==> src/rtl/spike_event_detector_if.sv <==
// spike_event_detector_if
//   Event stream from spike_event_detector to its consumer.
//   ev_valid : FIFO head holds an event
//   ev_ready : consumer accepts the head when ev_valid & ev_ready
//   ev_isi   : inter-spike interval of the head event, in samples
//   ev_peak  : signed peak voltage of the head event
//   master modport = detector side, slave modport = consumer side.
interface spike_event_detector_if #(
    parameter int WIDTH = 27,
    parameter int ISI_W = 16
);
    logic                    ev_valid;
    logic                    ev_ready;
    logic [ISI_W-1:0]        ev_isi;
    logic signed [WIDTH-1:0] ev_peak;

    modport master (output ev_valid, output ev_isi, output ev_peak, input ev_ready);
    modport slave  (input ev_valid, input ev_isi, input ev_peak, output ev_ready);
endinterface

==> src/rtl/spike_event_detector.sv <==
// spike_event_detector
//   Samples a membrane-voltage stream on each v_valid strobe, detects spikes by
//   threshold crossing with hysteresis, and queues one {ISI, peak} record per
//   spike in a small FIFO drained over a valid/ready handshake.
//
//   Ports
//     clk        : clock, rising edge
//     rst        : synchronous active-high reset
//     v_in       : signed membrane voltage
//     v_valid    : sample strobe, one sample accepted per high cycle
//     ev         : event stream (master modport of spike_event_detector_if)
//     spike_cnt  : onsets detected since reset, wraps modulo 2^16
//     drop_cnt   : events lost to a full FIFO, saturates at 255
//
//   Build option
//     SPIKE_DET_PEAK_EN : when defined, peak tracking and the FIFO peak field
//                         are built; otherwise ev_peak is tied to 0.
//
//   State table
//     state | meaning
//     BELOW | no spike in progress, waiting for a sample >= V_TH
//     ABOVE | spike in progress, waiting for a sample < V_TH - HYST
module spike_event_detector #(
    parameter int          WIDTH = 27,
    parameter int signed   V_TH  = 0,
    parameter int unsigned HYST  = 100,
    parameter int          ISI_W = 16,
    parameter int          DEPTH = 4      // power of two, at least 2
) (
    input  logic                    clk,
    input  logic                    rst,
    input  logic signed [WIDTH-1:0] v_in,
    input  logic                    v_valid,
    spike_event_detector_if.master  ev,
    output logic [15:0]             spike_cnt,
    output logic [7:0]              drop_cnt
);

    localparam int AW = $clog2(DEPTH);
    localparam logic [ISI_W-1:0]        ISI_MAX = '1;
    localparam logic signed [WIDTH-1:0] V_HI    = WIDTH'(V_TH);
    // Offset threshold is one bit wider than the sample so V_TH - HYST never wraps.
    localparam logic signed [WIDTH:0]   V_LO    =
        $signed((WIDTH+1)'(V_TH)) - $signed((WIDTH+1)'(HYST));

    typedef enum logic {
        BELOW = 1'b0,
        ABOVE = 1'b1
    } state_t;

    state_t           state_q, state_d;
    logic             first_q, first_d;
    logic [ISI_W-1:0] isi_cnt_q, isi_cnt_d;
    logic [ISI_W-1:0] isi_lat_q, isi_lat_d;
    logic [15:0]      spike_cnt_q, spike_cnt_d;
    logic [7:0]       drop_cnt_q, drop_cnt_d;
    logic [AW:0]      wr_ptr_q, wr_ptr_d;
    logic [AW:0]      rd_ptr_q, rd_ptr_d;
    logic [ISI_W-1:0] isi_mem_q [DEPTH];

`ifdef SPIKE_DET_PEAK_EN
    logic signed [WIDTH-1:0] peak_q, peak_d;
    logic signed [WIDTH-1:0] peak_mem_q [DEPTH];
`endif

    logic signed [WIDTH:0] v_ext;
    logic [ISI_W-1:0]      isi_inc;
    logic                  fifo_empty;
    logic                  fifo_full;
    logic                  pop;
    logic                  push_req;
    logic                  push_ok;

    assign v_ext      = {v_in[WIDTH-1], v_in};
    assign isi_inc    = (isi_cnt_q == ISI_MAX) ? ISI_MAX : isi_cnt_q + ISI_W'(1);
    assign fifo_empty = (wr_ptr_q == rd_ptr_q);
    assign fifo_full  = (wr_ptr_q[AW] != rd_ptr_q[AW]) &&
                        (wr_ptr_q[AW-1:0] == rd_ptr_q[AW-1:0]);
    // pop depends only on registered emptiness, so ev_ready never reaches ev_valid.
    assign pop        = !fifo_empty && ev.ev_ready;

    always_comb begin
        state_d     = state_q;
        first_d     = first_q;
        isi_cnt_d   = isi_cnt_q;
        isi_lat_d   = isi_lat_q;
        spike_cnt_d = spike_cnt_q;
        drop_cnt_d  = drop_cnt_q;
        wr_ptr_d    = wr_ptr_q;
        rd_ptr_d    = rd_ptr_q;
        push_req    = 1'b0;
        push_ok     = 1'b0;
`ifdef SPIKE_DET_PEAK_EN
        peak_d      = peak_q;
`endif

        if (v_valid) begin
            unique case (state_q)
                BELOW: begin
                    if (v_in >= V_HI) begin
                        state_d     = ABOVE;
                        spike_cnt_d = spike_cnt_q + 16'd1;
                        // First onset has no predecessor, so its interval is 0.
                        isi_lat_d   = first_q ? '0 : isi_inc;
                        first_d     = 1'b0;
                        isi_cnt_d   = '0;
`ifdef SPIKE_DET_PEAK_EN
                        peak_d      = v_in;
`endif
                    end else begin
                        isi_cnt_d = isi_inc;
                    end
                end
                ABOVE: begin
                    isi_cnt_d = isi_inc;
                    if (v_ext < V_LO) begin
                        state_d  = BELOW;
                        push_req = 1'b1;
                    end
`ifdef SPIKE_DET_PEAK_EN
                    else if (v_in > peak_q) begin
                        peak_d = v_in;
                    end
`endif
                end
                default: state_d = BELOW;
            endcase
        end

        // A push into a full FIFO still lands when the head leaves in the same cycle.
        push_ok = push_req && (!fifo_full || pop);
        if (pop) begin
            rd_ptr_d = rd_ptr_q + (AW+1)'(1);
        end
        if (push_ok) begin
            wr_ptr_d = wr_ptr_q + (AW+1)'(1);
        end
        if (push_req && !push_ok && (drop_cnt_q != 8'hFF)) begin
            drop_cnt_d = drop_cnt_q + 8'd1;
        end
    end

    always_ff @(posedge clk) begin
        if (rst) begin
            state_q     <= BELOW;
            first_q     <= 1'b1;
            isi_cnt_q   <= '0;
            isi_lat_q   <= '0;
            spike_cnt_q <= '0;
            drop_cnt_q  <= '0;
            wr_ptr_q    <= '0;
            rd_ptr_q    <= '0;
`ifdef SPIKE_DET_PEAK_EN
            peak_q      <= '0;
`endif
        end else begin
            state_q     <= state_d;
            first_q     <= first_d;
            isi_cnt_q   <= isi_cnt_d;
            isi_lat_q   <= isi_lat_d;
            spike_cnt_q <= spike_cnt_d;
            drop_cnt_q  <= drop_cnt_d;
            wr_ptr_q    <= wr_ptr_d;
            rd_ptr_q    <= rd_ptr_d;
`ifdef SPIKE_DET_PEAK_EN
            peak_q      <= peak_d;
`endif
        end
    end

    // Storage needs no reset: entries are only visible between push and pop.
    always_ff @(posedge clk) begin
        if (!rst && push_ok) begin
            isi_mem_q[wr_ptr_q[AW-1:0]]  <= isi_lat_q;
`ifdef SPIKE_DET_PEAK_EN
            peak_mem_q[wr_ptr_q[AW-1:0]] <= peak_q;
`endif
        end
    end

    // Head fields are forced to 0 while empty so reset values are defined.
    assign ev.ev_valid = !fifo_empty;
    assign ev.ev_isi   = fifo_empty ? '0 : isi_mem_q[rd_ptr_q[AW-1:0]];
`ifdef SPIKE_DET_PEAK_EN
    assign ev.ev_peak  = fifo_empty ? '0 : peak_mem_q[rd_ptr_q[AW-1:0]];
`else
    assign ev.ev_peak  = '0;
`endif

    assign spike_cnt = spike_cnt_q;
    assign drop_cnt  = drop_cnt_q;

endmodule

==> src/flat_wrapper.sv <==
// flat-port wrapper written by rule: the top's interface ports become plain ports
module spike_event_detector_flat 
#(
    parameter int          WIDTH = 27,
    parameter int signed   V_TH  = 0,
    parameter int unsigned HYST  = 100,
    parameter int          ISI_W = 16,
    parameter int          DEPTH = 4                                 
)
  (clk, rst, v_in, v_valid, spike_cnt, drop_cnt, ev_ev_valid, ev_ev_isi, ev_ev_peak, ev_ev_ready);
  spike_event_detector_if #(.WIDTH(WIDTH), .ISI_W(ISI_W)) ev_i ();
  input  logic clk;
  input  logic rst;
  input  logic signed [WIDTH-1:0] v_in;
  input  logic v_valid;
  output logic [15:0] spike_cnt;
  output logic [7:0] drop_cnt;
  output wire logic [$bits(ev_i.ev_valid)-1:0] ev_ev_valid;
  output wire logic [$bits(ev_i.ev_isi)-1:0] ev_ev_isi;
  output wire logic [$bits(ev_i.ev_peak)-1:0] ev_ev_peak;
  input wire logic [$bits(ev_i.ev_ready)-1:0] ev_ev_ready;
  assign ev_ev_valid = ev_i.ev_valid;
  assign ev_ev_isi = ev_i.ev_isi;
  assign ev_ev_peak = ev_i.ev_peak;
  assign ev_i.ev_ready = ev_ev_ready;
  spike_event_detector #(.WIDTH(WIDTH), .V_TH(V_TH), .HYST(HYST), .ISI_W(ISI_W), .DEPTH(DEPTH)) u_core (.clk(clk), .rst(rst), .v_in(v_in), .v_valid(v_valid), .ev(ev_i), .spike_cnt(spike_cnt), .drop_cnt(drop_cnt));
endmodule
==> config.mk <==
export PLATFORM = sky130hd
export DESIGN_NAME = spike_event_detector_flat
export DESIGN_NICKNAME = d
export VERILOG_FILES = /design/src/rtl/spike_event_detector_if.sv /design/src/rtl/spike_event_detector.sv /design/src/flat_wrapper.sv
export SDC_FILE = /design/constraint.sdc
export NUM_CORES = 1
export LEC_CHECK = 0
export BUFFER_PORTS_ARGS = -buffer_cell sky130_fd_sc_hd__buf_2
export CORE_ASPECT_RATIO = 0.5
export CORE_MARGIN = 1.5
export CORE_UTILIZATION = 55
export DETAILED_ROUTE_END_ITERATION = 6
export PLACE_DENSITY = 0.88
export SLEW_MARGIN = 20
export SYNTH_ARGS = -nofsm -noshare
export SYNTH_HDL_FRONTEND = slang
export SYNTH_SLANG_ARGS = --single-unit
==> constraint.sdc <==
create_clock -name clk -period 4.6 [get_ports clk]
set_clock_uncertainty 0.05 [all_clocks]
set_input_delay 0.92 -clock clk [delete_from_list [all_inputs] [get_ports clk]]
set_output_delay 0.92 -clock clk [all_outputs]
set_load 0.01 [all_outputs]
=== After elaboration in Yosys (flattened, before gate mapping) ===
Memory sizes are Yosys's and may differ from the RTL's. A register that Yosys moved wholly into a read port is not among the register bits.
Cells that the tools add are included.

* Bits in registers: 64
* Memory bits (writable): 64
* Bits of input ports: 31
* Word-level logic and storage cells: 49
* Memories: 1

* Muxes and demuxes: 15
* Reduce and logical (&&, ||, !) cells: 12
* Bitwise logic cells: 1
* Eq/ne operators: 5
* Add/sub/neg operators: 5
* Magnitude comparators: 2

{| class="wikitable"
|+ Memories
! memory !! words !! width !! rd ports !! clocked after Yosys merged registers in !! write ports !! line !! text
|-
| u_core.isi_mem_q || 4 || 16 || 1 || 1 || 1 || spike_event_detector.sv:59 || <nowiki>logic [ISI_W-1:0] isi_mem_q [DEPTH];</nowiki>
|}

{| class="wikitable"
|+ Operators by type and width
! cell !! number
|-
| 16-bit 2-to-1 mux || 4
|-
| 16-bit by 1-bit adder with 16-bit output (second input constant) || 2
|-
| 16-bit one-hot mux with 2 select lines || 1
|-
| 27-bit by 1-bit greater-or-equal comparator with 1-bit output (second input constant) || 1
|-
| 27-bit by 8-bit < comparator with 1-bit output (second input constant) || 1
|-
| 16-bit equality test (second input constant) || 1
|-
| 8-bit by 1-bit adder with 8-bit output (second input constant) || 1
|-
| 8-bit != test (second input constant) || 1
|-
| 1-bit 2-to-1 mux || 7
|-
| 3-bit by 1-bit adder with 3-bit output (second input constant) || 2
|-
| 1-bit logical AND || 6
|-
| 1-bit logical NOT || 4
|-
| 2-bit 2-to-1 mux || 2
|-
| 3-bit equality test || 1
|-
| 3-bit AND reduction || 1
|-
| 2-bit equality test || 1
|-
| 1-bit one-hot mux with 2 select lines || 1
|-
| 1-bit logical OR || 1
|-
| 1-bit != test || 1
|-
| 1-bit inverter || 1
|}

=== Depth between registers and ports, before layout ===
* Word-level depth: 8
* Mapped depth: 7
* Gate-level depth less buffers: 6

=== Worst setup path after synthesis ===
OpenSTA, ideal clock, no wires.

* Kind: input-to-reg
* From: in v_in[4]
* To: mem u_core.isi_mem_q[1][0], enable pin
* Buffers on the path: 0
* Arrival time: 2.972 ns
* Cell stages on the path: 5
* Required time: 4.137 ns
* Setup slack: 1.165 ns
* Cell sequence: a311oi_1 -> or3_1 -> o21a_1 -> nand2_1 -> nor3b_1

* Word-level cells in the longest chain between the ends: 8

{| class="wikitable"
|+ Ends and longest elaborated chain
! item !! line !! text
|-
| from (decl) || flat_wrapper.sv:14 || <nowiki>input logic signed [WIDTH-1:0] v_in;</nowiki>
|-
| 27-bit by 8-bit < comparator with 1-bit output || spike_event_detector.sv:116 || <nowiki>if (v_ext < V_LO) begin</nowiki>
|-
| 1-bit 2-to-1 mux || spike_event_detector.sv:116 ||
|-
| 1-bit 2-to-1 mux || spike_event_detector.sv:98 || <nowiki>unique case (state_q)</nowiki>
|-
| 1-bit 2-to-1 mux || spike_event_detector.sv:97 || <nowiki>if (v_valid) begin</nowiki>
|-
| 1-bit logical AND || spike_event_detector.sv:131 || <nowiki>push_ok = push_req && (!fifo_full || pop);</nowiki>
|-
| 1-bit logical AND || spike_event_detector.sv:173 || <nowiki>if (!rst && push_ok) begin</nowiki>
|-
| 1-bit 2-to-1 mux || spike_event_detector.sv:173 ||
|-
| 1-bit 2-to-1 mux (implied by the code) || spike_event_detector.sv:174 || <nowiki>isi_mem_q[wr_ptr_q[AW-1:0]] <= isi_lat_q;</nowiki>
|-
| to (decl) || spike_event_detector.sv:59 ||
|}

No other way between the ends.

=== Final worst setup path ===
* From: reg u_core.wr_ptr_q[1]
* To: out ev_ev_isi[3]

* Word-level cells in the longest chain between the ends: 2

{| class="wikitable"
|+ Ends and longest elaborated chain
! item !! line !! text
|-
| from (decl) || spike_event_detector.sv:57 || <nowiki>logic [AW:0] wr_ptr_q, wr_ptr_d;</nowiki>
|-
| from (signal assigned) || spike_event_detector.sv:163 || <nowiki>wr_ptr_q <= wr_ptr_d;</nowiki>
|-
| 3-bit equality test || spike_event_detector.sv:76 || <nowiki>assign fifo_empty = (wr_ptr_q == rd_ptr_q);</nowiki>
|-
| 16-bit 2-to-1 mux || spike_event_detector.sv:183 || <nowiki>assign ev.ev_isi = fifo_empty ? '0 : isi_mem_q[rd_ptr_q[AW-1:0]];</nowiki>
|-
| to (decl) || flat_wrapper.sv:19 || <nowiki>output wire logic [$bits(ev_i.ev_isi)-1:0] ev_ev_isi;</nowiki>
|}

No other way between the ends.

==> impl_metrics.toml <==
[power]
p_clk_share_pct = 51.9
p_leak_nw = 2.635
vdd_ir_drop_max_mv = 0.3024
p_seq_share_pct = 44.7
comb_power_share_pct = 3.4
power.switching_mw = 0.5643
p_per_area_nw_per_um2 = 397.4
p_sw_share_pct = 20.66
p_int_mw = 2.167

[clock_tree]
post_cts_resized = 0
cts_sinks = 130
hold_buffers = 0
cts_max_path_buffers = 2
post-cts-setup-buffers = 0
h-tree-depth = 4
clkLatencyLatePin_ns = 0.41
path_clk_slew_ns = 0.06
cts_tree = "built"
cts_buffers = 17
cts-root-buf = "clkbuf_16"

[cells_and_area]
fin_cells = 738
layout-drive-gt1-share_pct = 23.41
finish.utilization_pct = 66.87
diodes = 0
area_growth_pct = 17.02
num-fill-cells = 751
layout.nets = 624

[yosys]
synth.top_cell.area_share_pct = 32.72
synthDistinctLibCells = 56
synth.area.top_cells = "edfxtp_1 33%, dfxtp_1 22%, mux4_2 6.1%"
ys_ff_latch = 130
synthTopCellsByCount = "66 x dfxtp_1, 64 x edfxtp_1, 52 x nand2_1"
synth-edff-count = 64
synth_cells = 515
yosysWarnings = 0
syn_avg_cell_area_um2 = 11.41
synth_top_area_cell = "edfxtp_1"
synthMostInstantiatedCell = "dfxtp_1"
seq_area_frac_synth_pct = 55.21
yosys_most_used_dff = "dfxtp_1"
async_reset_ff_share_pct = 0
syn-cell-area_um2 = 5874

[timing]
fin_ws_ns = 1.546
drv_slew = 0
rsz0062_at_grt = "no"
setup_tns_ns = 0
worst_pin_slew_ns = 0.8050
period_share_pct = 66.39
finalSetupViolations = 0
finalHoldViolCount = 0
period_needed_ns = 3.054
fin_hold_ws_ns = 0.4488
clock.fmax_ghz = 0.3275
relSlewSlack_pct = 46.26

[floorplan]
die_area_um2 = 11350
io_pins = 99
rows = 26
die_h_um = 76.08
core_um2 = 10280
start_util_pct = 57.14
die_w_um = 149.2

[critical_path]
path_max_fanout = 19
endpoint = "ev_ev_isi[3]"
critical_path_class = "reg2out"
path_depth = 4
end_kind = "output pin"
start_kind = "register"
r2r-end = "u_core.isi_lat_q[8]"
critical_path.cell_chain = "xnor2_1, nand3_1, and2_1, buf_2"
path_delay_family = "simple AND/OR/NAND/NOR gates"
required_ns = 3.63
arrival_ns = 2.08
slowest_stage = "nand3_1"
r2r_slack_ns = 2.38
slowest_delay_ns = 0.55
crit_start = "u_core.wr_ptr_q[1]"
crit_buf_inv = 1
r2r-start = "u_core.isi_cnt_q[0]"
rr_worst_depth = 6

[routing]
via_per_inst = 5.678
post_drt_wl_per_cell_um = 16.35
drt_iter0_drc = 431
drc = 0
wl_um = 12070
drtPass1Iterations = 5
antenna_left = 0
num_vias = 4190

[placed_design]
routabilityCongestion = 0.8875
hpwlAfterDp_um = 7765
dp.cells = 706
place_ws_ns = 1.599
io_buffers = 69

[run]
maxCapViolCount = 0

[worst_hold_path]
min-delay-path-class = "reg2reg"
hold_start = "u_core.drop_cnt[1]"

[global_route]
grt_start_max_net_pins = 40
grt_pass1_wl_um = 19720
grt_usage_pct = 22.61
gr-total-overflow = 0
grt_pass1_vias = 3984
grt_antenna_before_repair = 0

[run_status]
status = "completed"
-- how the worst min path moves through the flow --
| stage | slack [ns] | cells after the start | end |
|---|---|---|---|
| detailed placement | 0.44 | 2 | u_core.drop_cnt[1] |
| global route | 0.47 | 2 | u_core.spike_cnt[12] |
| CTS | 0.45 | 2 | u_core.drop_cnt[1] |
| global placement | 0.42 | 2 | u_core.spike_cnt[12] |
| floorplan | 0.40 | 2 | u_core.isi_lat_q[14] |
| finish | 0.45 | 2 | u_core.drop_cnt[1] |
-- flip-flops by register name, summed over array words and instances, names as in the netlist, named ones only --
register	count
u_core.state_q	1
u_core.spike_cnt	16
u_core.isi_mem_q	64
u_core.isi_cnt_q	16
u_core.isi_lat_q	16
u_core.rd_ptr_q	3
u_core.wr_ptr_q	3
u_core.drop_cnt	8
u_core.first_q	1
-- tightest hold or removal path, cell delays in order, from the launching register on --
cell	delay, ns
dfxtp_1	0.33
nand2b_1	0.07
mux2i_1	0.05
-- layer usage --
layer | routed length (um) | GRT usage (%) | vias to the layer above | share of wire (%)
met4 | 180 | 9.406 | 0 | 1.5
li1 | - | - | 1978 | -
met1 | 5375 | 29.41 | 1985 | 45
met3 | 938 | 5.689 | 16 | 7.8
met2 | 5571 | 36.30 | 211 | 46
met5 | 0 | 0 | - | 0
-- power groups by stage --
stage / registers [mW] / clock network (mW) / logic [mW]
finish: 1.22 / 1.42 / 0.0942
global route: 1.22 / 1.49 / 0.104
CTS: 1.22 / 1.44 / 0.0940
detailed placement: 1.24 / 0 / 0.0928
global placement: 1.24 / 0 / 0.0905
floorplan: 1.24 / 0 / 0.0830
-- cells by family after synthesis --
family | count (synthesis) | share of synthesized area (%)
xor gates and xnor gates | 26 | 3.876
other | 1 | 0.06384
DFF | 130 | 55.21
and+or+nand+nor | 182 | 16.57
muxes | 21 | 7.029
adders and majority gates | 8 | 1.704
AOI/OAI and AO/OA | 92 | 9.947
buffers and inverters | 55 | 5.601
-- per-stage QoR --
stage / power (mW) / area, um^2
6_report: 2.732 / 6874
5_1_grt: 2.814 / 6874
4_1_cts: 2.753 / 6873
3_5_place_dp: 1.337 / 6243
3_3_place_gp: 1.335 / 6243
2_1_floorplan: 1.322 / 5972
-- placed cells by master, fill, tap and decap left out, drive strengths merged, types with 2 or more instances in the layout --
cell      instances
buf              74
dfxtp            66
edfxtp           64
nand2            54
nor2             36
a21oi            29
o21ai            29
conb             27
clkbuf           22
nand3            19
and2             18
mux4             16
xor2             16
nand4            11
xnor2            10
a22o              9
inv               9
ha                8
or3               7
and3              6
and4              6
nor3              6
o31ai             5
nor3b             4
o21a              3
nand2b            3
mux2i             3
a31oi             3
bufinv            3
clkinvlp          3
or4               3
a311oi            2
a41o              2
a21o              2
and4b             2
o21ba             2
nor2b             2
mux2              2
-- final cells by class --
class | instances | area, um^2 | area share (%)
Tap cell | 140 | 175.2 | 2.548
Inverter | 6 | 22.52 | 0.3276
Multi-Input combinational cell | 356 | 2420 | 35.20
Clock inverter | 10 | 142.6 | 2.075
Sequential cell | 130 | 3244 | 47.20
Timing Repair Buffer | 74 | 382.9 | 5.570
Clock buffer | 22 | 486.7 | 7.080
Power figures use the tool's default switching activity.
